### src/rtl/constrained_random_arb_pkg.sv
// ============================================================================
// Module      : constrained_random_arb_pkg
// Description : Shared types, LFSR polynomial and helper functions for the
//               constrained random arbiter.
// Revision    : 1.0 - initial release
// ============================================================================
`default_nettype none

package constrained_random_arb_pkg;

    typedef enum logic [1:0] {
        ST_IDLE  = 2'd0,
        ST_DRAW  = 2'd1,
        ST_GRANT = 2'd2
    } state_t;

    // Galois taps for x^32 + x^22 + x^2 + x + 1 (right-shifting form)
    localparam logic [31:0] c_lfsr_poly = 32'h80200003;

    // Smallest 2^k-1 that covers d: smear the top set bit downwards
    function automatic logic [31:0] mask_of(input logic [31:0] d);
        logic [31:0] m;
        m = d;
        m = m | (m >> 1);
        m = m | (m >> 2);
        m = m | (m >> 4);
        m = m | (m >> 8);
        m = m | (m >> 16);
        return m;
    endfunction

    // Returns {found, index}: first set request at or after ptr, wrapping at n
    function automatic logic [4:0] rr_pick(input logic [15:0] req,
                                           input logic [3:0]  ptr,
                                           input int          n);
        logic       found;
        logic [3:0] idx;
        logic [3:0] jj;
        int         j;
        found = 1'b0;
        idx   = 4'd0;
        for (int i = 0; i < 16; i++) begin
            if (!found && (i < n)) begin
                j = int'(ptr) + i;
                if (j >= n) j = j - n;
                jj = 4'(j);
                if (req[jj]) begin
                    found = 1'b1;
                    idx   = jj;
                end
            end
        end
        return {found, idx};
    endfunction

endpackage

`default_nettype wire

### src/rtl/cr_lfsr32.sv
// ============================================================================
// Module      : cr_lfsr32
// Description : 32-bit Galois LFSR with step and synchronous load; a zero
//               seed or load value is replaced by 1 to avoid lock-up.
// Revision    : 1.0 - initial release
// ============================================================================
`default_nettype none

module cr_lfsr32
    import constrained_random_arb_pkg::*;
#(
    parameter logic [31:0] SEED = 32'h1
) (
    input  logic        clk,
    input  logic        rst,
    input  logic        i_step,
    input  logic        i_load,
    input  logic [31:0] i_load_val,
    output logic [31:0] o_state
);

    localparam logic [31:0] c_seed_rst = (SEED == 32'h0) ? 32'h1 : SEED;

    logic [31:0] r_state;

    always_ff @(posedge clk) begin
        if (rst) begin
            r_state <= c_seed_rst;
        end else if (i_load) begin
            r_state <= (i_load_val == 32'h0) ? 32'h1 : i_load_val;
        end else if (i_step) begin
            r_state <= {1'b0, r_state[31:1]} ^ (r_state[0] ? c_lfsr_poly : 32'h0);
        end
    end

    assign o_state = r_state;

endmodule

`default_nettype wire

### src/rtl/constrained_random_arbiter.sv
// ============================================================================
// Module      : constrained_random_arbiter
// Description : Round-robin shared random source; draws uniform values in
//               per-requester [min,max] by rejection sampling on an LFSR.
//               Optional macro CONSTRAINED_RANDOM_ARB_SEED_LOAD_EN adds
//               SEED_LD/SEED_IN for run-time reseeding.
// Revision    : 1.0 - initial release
// ============================================================================
`default_nettype none

module constrained_random_arbiter
    import constrained_random_arb_pkg::*;
#(
    parameter int          NREQ      = 4,
    parameter int          WIDTH     = 8,
    parameter int          MAX_TRIES = 8,
    parameter logic [31:0] SEED      = 32'h1
) (
    input  logic                  CLK,
    input  logic                  RST,
`ifdef CONSTRAINED_RANDOM_ARB_SEED_LOAD_EN
    input  logic                  SEED_LD,
    input  logic [31:0]           SEED_IN,
`endif
    input  logic [NREQ-1:0]       REQ,
    input  logic [NREQ*WIDTH-1:0] REQ_MIN,
    input  logic [NREQ*WIDTH-1:0] REQ_MAX,
    output logic [NREQ-1:0]       GNT,
    output logic                  RSP_VALID,
    output logic [WIDTH-1:0]      RSP_DATA,
    output logic                  RSP_ERR
);

    localparam int c_idx_w   = $clog2(NREQ);
    localparam int c_tries_w = $clog2(MAX_TRIES + 1);

    state_t                 r_state;
    state_t                 w_state_nxt;
    logic [c_idx_w-1:0]     r_idx;
    logic [c_idx_w-1:0]     r_ptr;
    logic [WIDTH-1:0]       r_min;
    logic [WIDTH-1:0]       r_diff;
    logic [WIDTH-1:0]       r_mask;
    logic                   r_range_err;
    logic [c_tries_w-1:0]   r_tries;
    logic [NREQ-1:0]        r_gnt;
    logic                   r_valid;
    logic [WIDTH-1:0]       r_data;
    logic                   r_err;

    logic [4:0]             w_pick;
    logic [c_idx_w-1:0]     w_pick_idx;
    logic [WIDTH-1:0]       w_min_sel;
    logic [WIDTH-1:0]       w_max_sel;
    logic [WIDTH-1:0]       w_diff;
    logic [31:0]            w_mask_full;
    logic [31:0]            w_lfsr;
    logic [WIDTH-1:0]       w_cand;
    logic                   w_accept;
    logic                   w_last_try;
    logic                   w_seed_ld;
    logic [31:0]            w_seed_in;
    logic [NREQ-1:0]        w_gnt_nxt;
    logic                   w_valid_nxt;
    logic [WIDTH-1:0]       w_data_nxt;
    logic                   w_err_nxt;
    logic                   w_unused_bits;

`ifdef CONSTRAINED_RANDOM_ARB_SEED_LOAD_EN
    assign w_seed_ld = SEED_LD;
    assign w_seed_in = SEED_IN;
`else
    assign w_seed_ld = 1'b0;
    assign w_seed_in = 32'h0;
`endif

    assign w_pick      = rr_pick(16'(REQ), 4'(r_ptr), NREQ);
    assign w_pick_idx  = c_idx_w'(w_pick[3:0]);
    assign w_min_sel   = REQ_MIN[int'(w_pick_idx)*WIDTH +: WIDTH];
    assign w_max_sel   = REQ_MAX[int'(w_pick_idx)*WIDTH +: WIDTH];
    assign w_diff      = w_max_sel - w_min_sel;
    assign w_mask_full = mask_of(32'(w_diff));

    // Candidate comes from the state before this cycle's step or load
    assign w_cand     = w_lfsr[WIDTH-1:0] & r_mask;
    assign w_accept   = (w_cand <= r_diff);
    assign w_last_try = (r_tries == c_tries_w'(MAX_TRIES - 1));

    assign w_unused_bits = ^{w_lfsr, w_mask_full};

    cr_lfsr32 #(
        .SEED(SEED)
    ) u_lfsr (
        .clk        (CLK),
        .rst        (RST),
        .i_step     ((r_state == ST_DRAW) && !r_range_err),
        .i_load     (w_seed_ld),
        .i_load_val (w_seed_in),
        .o_state    (w_lfsr)
    );

    always_ff @(posedge CLK) begin
        if (RST) begin
            r_state <= ST_IDLE;
            r_gnt   <= '0;
            r_valid <= 1'b0;
            r_data  <= '0;
            r_err   <= 1'b0;
        end else begin
            r_state <= w_state_nxt;
            r_gnt   <= w_gnt_nxt;
            r_valid <= w_valid_nxt;
            r_data  <= w_data_nxt;
            r_err   <= w_err_nxt;
        end
    end

    always_comb begin
        w_state_nxt = r_state;
        case (r_state)
            ST_IDLE: begin
                if (w_pick[4]) w_state_nxt = ST_DRAW;
            end
            ST_DRAW: begin
                if (!REQ[r_idx])
                    w_state_nxt = ST_IDLE;
                else if (r_range_err || w_accept || w_last_try)
                    w_state_nxt = ST_GRANT;
            end
            ST_GRANT: w_state_nxt = ST_IDLE;
            default:  w_state_nxt = ST_IDLE;
        endcase
    end

    // Response is computed in the final DRAW cycle and registered into GRANT
    always_comb begin
        w_gnt_nxt   = '0;
        w_valid_nxt = 1'b0;
        w_data_nxt  = '0;
        w_err_nxt   = 1'b0;
        if ((r_state == ST_DRAW) && (w_state_nxt == ST_GRANT)) begin
            w_gnt_nxt[r_idx] = 1'b1;
            w_valid_nxt      = 1'b1;
            if (r_range_err || !w_accept) begin
                w_data_nxt = r_min;
                w_err_nxt  = 1'b1;
            end else begin
                w_data_nxt = r_min + w_cand;
            end
        end
    end

    always_ff @(posedge CLK) begin
        if (RST) begin
            r_idx       <= '0;
            r_ptr       <= '0;
            r_min       <= '0;
            r_diff      <= '0;
            r_mask      <= '0;
            r_range_err <= 1'b0;
            r_tries     <= '0;
        end else begin
            case (r_state)
                ST_IDLE: begin
                    r_tries <= '0;
                    if (w_pick[4]) begin
                        r_idx       <= w_pick_idx;
                        r_min       <= w_min_sel;
                        r_diff      <= w_diff;
                        r_mask      <= w_mask_full[WIDTH-1:0];
                        r_range_err <= (w_min_sel > w_max_sel);
                    end
                end
                ST_DRAW: begin
                    if (REQ[r_idx] && !r_range_err && !w_accept)
                        r_tries <= r_tries + c_tries_w'(1);
                end
                ST_GRANT: begin
                    r_tries <= '0;
                    r_ptr   <= (r_idx == c_idx_w'(NREQ - 1)) ? '0 : r_idx + c_idx_w'(1);
                end
                default: r_tries <= '0;
            endcase
        end
    end

    assign GNT       = r_gnt;
    assign RSP_VALID = r_valid;
    assign RSP_DATA  = r_data;
    assign RSP_ERR   = r_err;

endmodule

`default_nettype wire

### config.mk
export PLATFORM = sky130hd
export DESIGN_NAME = constrained_random_arbiter
export DESIGN_NICKNAME = d
export VERILOG_FILES = /design/src/rtl/constrained_random_arb_pkg.sv /design/src/rtl/cr_lfsr32.sv /design/src/rtl/constrained_random_arbiter.sv
export SDC_FILE = /design/constraint.sdc
export NUM_CORES = 1
export LEC_CHECK = 0
export BUFFER_PORTS_ARGS = -buffer_cell sky130_fd_sc_hd__buf_2
export CORE_ASPECT_RATIO = 1.1
export CORE_MARGIN = 4
export CORE_UTILIZATION = 40
export DETAILED_ROUTE_END_ITERATION = 6
export PLACE_DENSITY = 0.64
export SLEW_MARGIN = 20
export SYNTH_ARGS = -nofsm -noshare
export SYNTH_HDL_FRONTEND = slang
export SYNTH_SLANG_ARGS = --single-unit
### constraint.sdc
create_clock -name CLK -period 4.4 [get_ports CLK]
set_input_delay 0.66 -clock CLK [delete_from_list [all_inputs] [get_ports CLK]]
set_output_delay 0.66 -clock CLK [all_outputs]
set_load 0.02 [all_outputs]
# Word-level counts from Yosys, hierarchy flattened
# Index checks and enable logic that the tools add are counted.
[word_totals] regBits=81 wordCells=108
[classes] add_sub_neg=11 n_lt_le_gt_ge=12 eq_ne=5 shift=2 mux=42 bitwise_logic=9 n_reduce_logical=14
[op_table] cell="32-bit by 6-bit variable part select with 8-bit output" count=2
[op_table] cell="32-bit 2-to-1 mux" count=1
[op_table] cell="31-bit by 32-bit XOR with 32-bit output" count=1
[op_table] cell="4-bit 2-to-1 mux" count=7
[op_table] cell="2-bit 2-to-1 mux" count=11
[op_table] cell="4-bit by 5-bit less-than comparator with 1-bit output, second input constant" count=4
[op_table] cell="1-bit binary-select mux with 4-bit select" count=4
[op_table] cell="8-bit by 1-bit bitwise OR with 8-bit output, second input constant" count=2
[op_table] cell="1-bit 2-to-1 mux" count=15
[op_table] cell="3-bit by 3-bit subtractor with 4-bit output, second input constant" count=3
[op_table] cell="3-bit >= comparator, second input constant" count=3
[op_table] cell="8-bit adder" count=1
[op_table] cell="8-bit bitwise AND" count=1
[op_table] cell="8-bit > comparator" count=1
[op_table] cell="8-bit less-or-equal comparator" count=1
[op_table] cell="8-bit 2-to-1 mux" count=1
[op_table] cell="8-bit by 4-bit bitwise OR with 8-bit output" count=1
[op_table] cell="8-bit by 6-bit bitwise OR with 8-bit output" count=1
[op_table] cell="8-bit by 7-bit bitwise OR with 8-bit output" count=1
[op_table] cell="8-bit subtractor" count=1
[op_table] cell="2-bit by 2-bit adder with 3-bit output, second input constant" count=2
[op_table] cell="2-bit equality test, second input constant" count=3
[op_table] cell="1-bit logical AND" count=5
[op_table] cell="4-bit by 1-bit adder with 4-bit output, second input constant" count=1
[op_table] cell="17 further kinds" count=22

# Depth between registers and ports, before layout
[depth] word_depth=27 depth_mapped=24 depth_no_buf=21

# Cells and area by module
# A second synthesis with hierarchy kept.
[unflattened] cells_unflattened=610 hier_area_um2=5129.9
[by_module_without_submodules] mod="constrained_random_arbiter" instances=1 cells_each=422 area_per_inst_um2=3567.2 seq_area_each_um2=960.9
[by_module_without_submodules] mod="cr_lfsr32" instances=1 cells_each=188 area_per_inst_um2=1562.7 seq_area_each_um2=640.6

# Worst setup path after synthesis
# No wires, ideal clock.
[synth_path] kind="register to register" start="reg r_ptr[0]" end="reg r_mask[3]" t_arrival_ps=4588 required_ps=4309 slack_ps=-279 stages_incl_launch_ff=21 path_buffers=3 period_less_slack_ps=4679 path_cell_list="dfxtp_1 buf_6 inv_2 ha_1 mux2_1 nand3_1 nand2_1 o41a_1 a31oi_2 clkbuf_1 clkbuf_1 o21ai_1 ha_1 fa_1 nor2b_1 o21ai_0 nand2b_1 nand2_2 mux2i_1 o21a_2 a311oi_1"
[synth_via] elab_chain_cells=19 elab_cells_between_ends=49 classes_between="add/sub (8); order compare (4); shift (2); mux (29); bitwise (5); reduce/logical (1)"
[synth_lines] element="start: declaration" line_no="constrained_random_arbiter.sv:40" source="logic [c_idx_w-1:0] r_ptr;"
[synth_lines] element="start signal: assignment" line_no="constrained_random_arbiter.sv:180" source="r_ptr <= (r_idx == c_idx_w'(NREQ - 1)) ? '0 : r_idx + c_idx_w'(1);"
[synth_lines] element="2-bit by 1-bit adder with 3-bit output" line_no="constrained_random_arb_pkg.sv:44" source="j = int'(ptr) + i;"
[synth_lines] element="3-bit by 3-bit subtractor with 4-bit output or 3-bit >= comparator (tied branches)" line_no="constrained_random_arb_pkg.sv:45" source="if (j >= n) j = j - n;"
[synth_lines] element="4-bit 2-to-1 mux" line_no="constrained_random_arb_pkg.sv:45"
[synth_lines] element="4-bit 2-to-1 mux" line_no="constrained_random_arb_pkg.sv:43" source="if (!found && (i < n)) begin"
[synth_lines] element="1-bit binary-select mux with 4-bit select" line_no="constrained_random_arb_pkg.sv:47" source="if (req[jj]) begin"
[synth_lines] element="1-bit 2-to-1 mux (not written as such)" line_no="constrained_random_arb_pkg.sv:47"
[synth_lines] element="2-bit 2-to-1 mux" line_no="constrained_random_arb_pkg.sv:47"
[synth_lines] element="2-bit 2-to-1 mux" line_no="constrained_random_arb_pkg.sv:43"
[synth_lines] element="(+3 left out)"
[synth_lines] element="2-bit 2-to-1 mux" line_no="constrained_random_arb_pkg.sv:43"
[synth_lines] element="32-bit by 6-bit variable part select with 8-bit output, on equally long branches" line_no="constrained_random_arbiter.sv:80, constrained_random_arbiter.sv:79"
[synth_lines] element="8-bit subtractor" line_no="constrained_random_arbiter.sv:81" source="assign w_diff = w_max_sel - w_min_sel;"
[synth_lines] element="8-bit by 7-bit bitwise OR with 8-bit output" line_no="constrained_random_arb_pkg.sv:24" source="m = m | (m >> 1);"
[synth_lines] element="8-bit by 6-bit bitwise OR with 8-bit output" line_no="constrained_random_arb_pkg.sv:25" source="m = m | (m >> 2);"
[synth_lines] element="8-bit by 4-bit bitwise OR with 8-bit output" line_no="constrained_random_arb_pkg.sv:26" source="m = m | (m >> 4);"
[synth_lines] element="8-bit by 1-bit bitwise OR with 8-bit output" line_no="constrained_random_arb_pkg.sv:27" source="m = m | (m >> 8);"
[synth_lines] element="8-bit by 1-bit bitwise OR with 8-bit output" line_no="constrained_random_arb_pkg.sv:28" source="m = m | (m >> 16);"
[synth_lines] element="end signal: assignment" line_no="constrained_random_arbiter.sv:170" source="r_mask <= w_mask_full[WIDTH-1:0];"
[synth_lines] element="end: declaration" line_no="constrained_random_arbiter.sv:43" source="logic [WIDTH-1:0] r_mask;"
# Several ways; a longest one is shown, not always the timed one. The select of a mux whose other input is x is not followed.
# A chain may end at the register's enable or synchronous reset.

# Worst setup path after layout
[layout_path] start="reg r_ptr[0]" end="reg r_mask[3]"
[layout_via] elab_chain_cells=19 elab_cells_between_ends=49 classes_between="add/sub (8); order compare (4); shift (2); mux (29); bitwise (5); reduce/logical (1)"
[layout_lines] element="2-bit by 1-bit adder with 3-bit output" line_no="constrained_random_arb_pkg.sv:44"
[layout_lines] element="3-bit by 3-bit subtractor with 4-bit output or 3-bit >= comparator (tied branches)" line_no="constrained_random_arb_pkg.sv:45"
[layout_lines] element="4-bit 2-to-1 mux" line_no="constrained_random_arb_pkg.sv:45"
[layout_lines] element="4-bit 2-to-1 mux" line_no="constrained_random_arb_pkg.sv:43"
[layout_lines] element="1-bit binary-select mux with 4-bit select" line_no="constrained_random_arb_pkg.sv:47"
[layout_lines] element="1-bit 2-to-1 mux (not written as such)" line_no="constrained_random_arb_pkg.sv:47"
[layout_lines] element="2-bit 2-to-1 mux" line_no="constrained_random_arb_pkg.sv:47"
[layout_lines] element="2-bit 2-to-1 mux" line_no="constrained_random_arb_pkg.sv:43"
[layout_lines] element="(+4 left out)"
[layout_lines] element="32-bit by 6-bit variable part select with 8-bit output *" line_no="constrained_random_arbiter.sv:79" source="assign w_min_sel = REQ_MIN[int'(w_pick_idx)*WIDTH +: WIDTH];"
[layout_lines] element="via w_min_sel[0]" line_no="constrained_random_arbiter.sv:53" source="logic [WIDTH-1:0] w_min_sel;"
[layout_lines] element="8-bit subtractor *" line_no="constrained_random_arbiter.sv:81"
[layout_lines] element="8-bit by 7-bit bitwise OR with 8-bit output *" line_no="constrained_random_arb_pkg.sv:24"
[layout_lines] element="8-bit by 6-bit bitwise OR with 8-bit output *" line_no="constrained_random_arb_pkg.sv:25"
[layout_lines] element="8-bit by 4-bit bitwise OR with 8-bit output *" line_no="constrained_random_arb_pkg.sv:26"
[layout_lines] element="8-bit by 1-bit bitwise OR with 8-bit output *" line_no="constrained_random_arb_pkg.sv:27"
[layout_lines] element="8-bit by 1-bit bitwise OR with 8-bit output *" line_no="constrained_random_arb_pkg.sv:28"
# The timed path passes the listed nets; every way through them passes the cells marked *. The select of a mux whose other input is x is not followed.

==> flow_metrics.tcl <==
set metrics [dict create \
    outcome "finished clean" \
    grt_pass1_wl_mm 18.4 \
    worst_hold_slack_ps 453 \
    dp_hpwl_mm 8.23 \
    power_mw 3.05 \
    netlist-cell-type-count 55 \
    clock_sinks 80 \
    clkTransAtPathRegs_ps 60 \
    avgRoutedWirePerCell_um 13.4 \
    max_clock_freq_mhz 244 \
    synth_nets 674 \
    report.final.slew_viol_count 0 \
    cpPeakStageDelay_ps 580 \
    holdPathStages 2 \
    yosys_warnings 0 \
    n_fill_cell 1129 \
    leakage_nw 2.45 \
    clock_latency_ps 330 \
    arrival_ps 4350 \
    cp.required_ps 4640 \
    routabilityCongestion 0.821 \
    yosys-top-cells-area "dfxtp_1, ha_1, mux2i_1" \
    drv_cap 0 \
    multi_input_comb_area_um2 2960 \
    relSlewSlack_pct 38.6 \
    die_area_um2 13600 \
    fin_crit_ps 4110 \
    io_buffers 83 \
    avgSynthCellArea_um2 8.27 \
    start_kind "flip-flop" \
    yosysSeqAreaShare_pct 33.9 \
    syn_area_um2 4720 \
    cts_buffers 9 \
    cts_root_buf "clkbuf_16" \
    cts_htree_levels 3 \
    core.rowCount 41 \
    drive_above_1_share_pct 22.9 \
    grtUsageMet3_pct 4.12 \
    rrSetupSlack_ps 290 \
    worst_path_max_delay_cell "mux4_2" \
    vdd_drop_max_mv 0.193 \
    end_kind "flip-flop" \
    overflow 0 \
    grt_max_degree 63 \
    core-area_um2 11500 \
    drtPass1Iterations 4 \
    synth_edf_count 0 \
    seqCellArea_um2 1600 \
    clockBufferDepth 2 \
    synth_cells 571 \
    crit_type "reg2reg" \
    cts_tree "done" \
    num_vias 4142 \
    synth_largest_area_cell "dfxtp_1" \
    start_util_pct 41.1 \
    die_y_um 122 \
    yosys_register_bits 80 \
    io_pins 84 \
    met1_usage_pct 18.3 \
    chipWidth_um 112 \
    cts_hold_buf 0 \
    fin_crit_sh_pct 93.3 \
    reg2reg_depth 19 \
    skew_ps 4.45 \
    hp-class "reg2reg" \
    diodes 0 \
    area_growth_pct 20.6 \
    track_usage_pct 16.3 \
    top_usage_layer "met2" \
    async_flop_share_pct 0 \
    grt_pass1_vias 4072 \
    met2_usage_pct 30.8 \
    layout.nets 756 \
    antenna_found_initial 0 \
    yosysTopAreaCellShare_pct 33.9 \
    ys_dominant_reg_cell "dfxtp_1" \
    drc 0 \
    hold_viol 0 \
    worstMarginPinSlew_ps 918 \
    rsz0062_at_grt "no" \
    setup_viol 0 \
    drt-total-wl_mm 10.8 \
    powerDensity_nw_per_um2 535 \
    crit_chain "buf_6, mux4_2, a31oi_4, and2_4, nand2_1, o21ai_4, buf_4, mux2_1, nor2_1, a21oi_1, ha_1, fa_1, nor2b_1, o21ai_0, nand2b_1, nand2_2, mux2i_1, o21a_2, a311oi_1" \
    antenna_left 0 \
    drt-vias-per-instance 5.13 \
    drtIter0Drc 252 \
    crit_path_max_fanout 23 \
    setup_tns_ps 0 \
]
==> logic make-up after synthesis <==
kind of cell	share of synthesized area, %
compound gates	15.3
xor+xnor	3.34
fa+ha+maj	9.06
buf+inv	5.01
flops	33.9
mux	14.5
simple gates	18.8
==> layer usage <==
metal	wire (um)	part of all wire, %	vias up
li1	-	-	2125
met1	4410	41	1940
met2	5920	55	59
met3	346	3.2	18
met4	166	1.5	0
met5	0	0	-
==> critical path, delay by kind of cell (launching register included) <==
family,cells,cell delay [ps]
multiplexers,3,1030
AO/OA/AOI/OAI,6,950
AND/OR/NAND/NOR,6,690
adder cells (fa/ha/maj),2,630
buffers and inverters,2,370
flip-flops,1,340
==> registers in the layout, summed over array words and instances (netlist names), 2 cells and up <==
signal / cells
r_min: 8
r_mask: 7
r_ptr: 2
r_idx: 2
r_state: 2
u_lfsr.o_state: 32
GNT: 4
RSP_DATA: 8
r_diff: 8
r_tries: 4
==> cell type report <==
| cell class | instances | share of cell area [%] |
|---|---|---|
| multi-input cells | 431 | 51.9 |
| flip-flops and latches | 80 | 28.1 |
| repair buffers | 100 | 9.66 |
| clock buffers | 10 | 4.20 |
| well taps | 150 | 3.29 |
| inverters | 31 | 2.04 |
| clock inverters | 6 | 0.769 |
==> layout by cell type (no fill, tap or decap), drive strengths merged, types with 4 or more instances in the layout <==
| cell | n |
|---|---|
| a211oi | 11 |
| a21oi | 59 |
| a31oi | 7 |
| and2 | 13 |
| buf | 100 |
| clkbuf | 10 |
| clkinvlp | 4 |
| dfxtp | 80 |
| ha | 31 |
| inv | 32 |
| mux2 | 21 |
| mux2i | 37 |
| nand2 | 95 |
| nand2b | 7 |
| nand3 | 6 |
| nand4 | 4 |
| nor2 | 59 |
| nor3 | 5 |
| o21a | 6 |
| o21ai | 7 |
| o21bai | 6 |
| xnor2 | 11 |
| xor2 | 7 |
==> power by group <==
| group | internal, mW | switching (mW) | total (mW) |
|---|---|---|---|
| Sequential | 0.837 | 0.0813 | 0.919 |
| Combinational | 0.617 | 0.813 | 1.43 |
| Clock | 0.398 | 0.299 | 0.697 |
==> worst paths after layout <==
kind	start	to
setup / recovery	r_ptr[0]	r_mask[3]
hold / removal	u_lfsr.o_state[26]	u_lfsr.o_state[25]
setup reg to reg	r_ptr[0]	r_mask[3]
hold reg to reg	u_lfsr.o_state[26]	u_lfsr.o_state[25]
==> synthesized netlist by cell type (6+ instances only) <==
cell type and n:
o21bai_1 6, nor2_1 59, nand2_1 94, dfxtp_1 80
clkbuf_1 25, mux2_1 9, a21oi_1 59, nand3_1 6
xor2_1 7, and2_1 12, ha_1 31, nand2b_1 7
xnor2_1 11, inv_1 30, a211oi_1 11, mux2_2 10
mux2i_1 36
==> stage by stage <==
| step | instances | util (%) | setup slack [ps] | instance area [um2] |
|---|---|---|---|---|
| floorplan | 571 | - | 71.7 | 4750 |
| global placement | 790 | 46.6 | 172 | 5350 |
| detailed placement | 790 | 46.6 | 61.2 | 5350 |
| CTS | 806 | 49.0 | 66.2 | 5630 |
| global route | 808 | 49.6 | 6.73 | 5700 |
| finish | 808 | 49.6 | 294 | 5700 |
==> what timing repair did <==
item                       in CTS  in global routing
buffers inserted                0                  2
setup endpoints to repair       0                  9
gates resized for setup         0                 10
No activity file was read; power rests on OpenSTA's default activity.
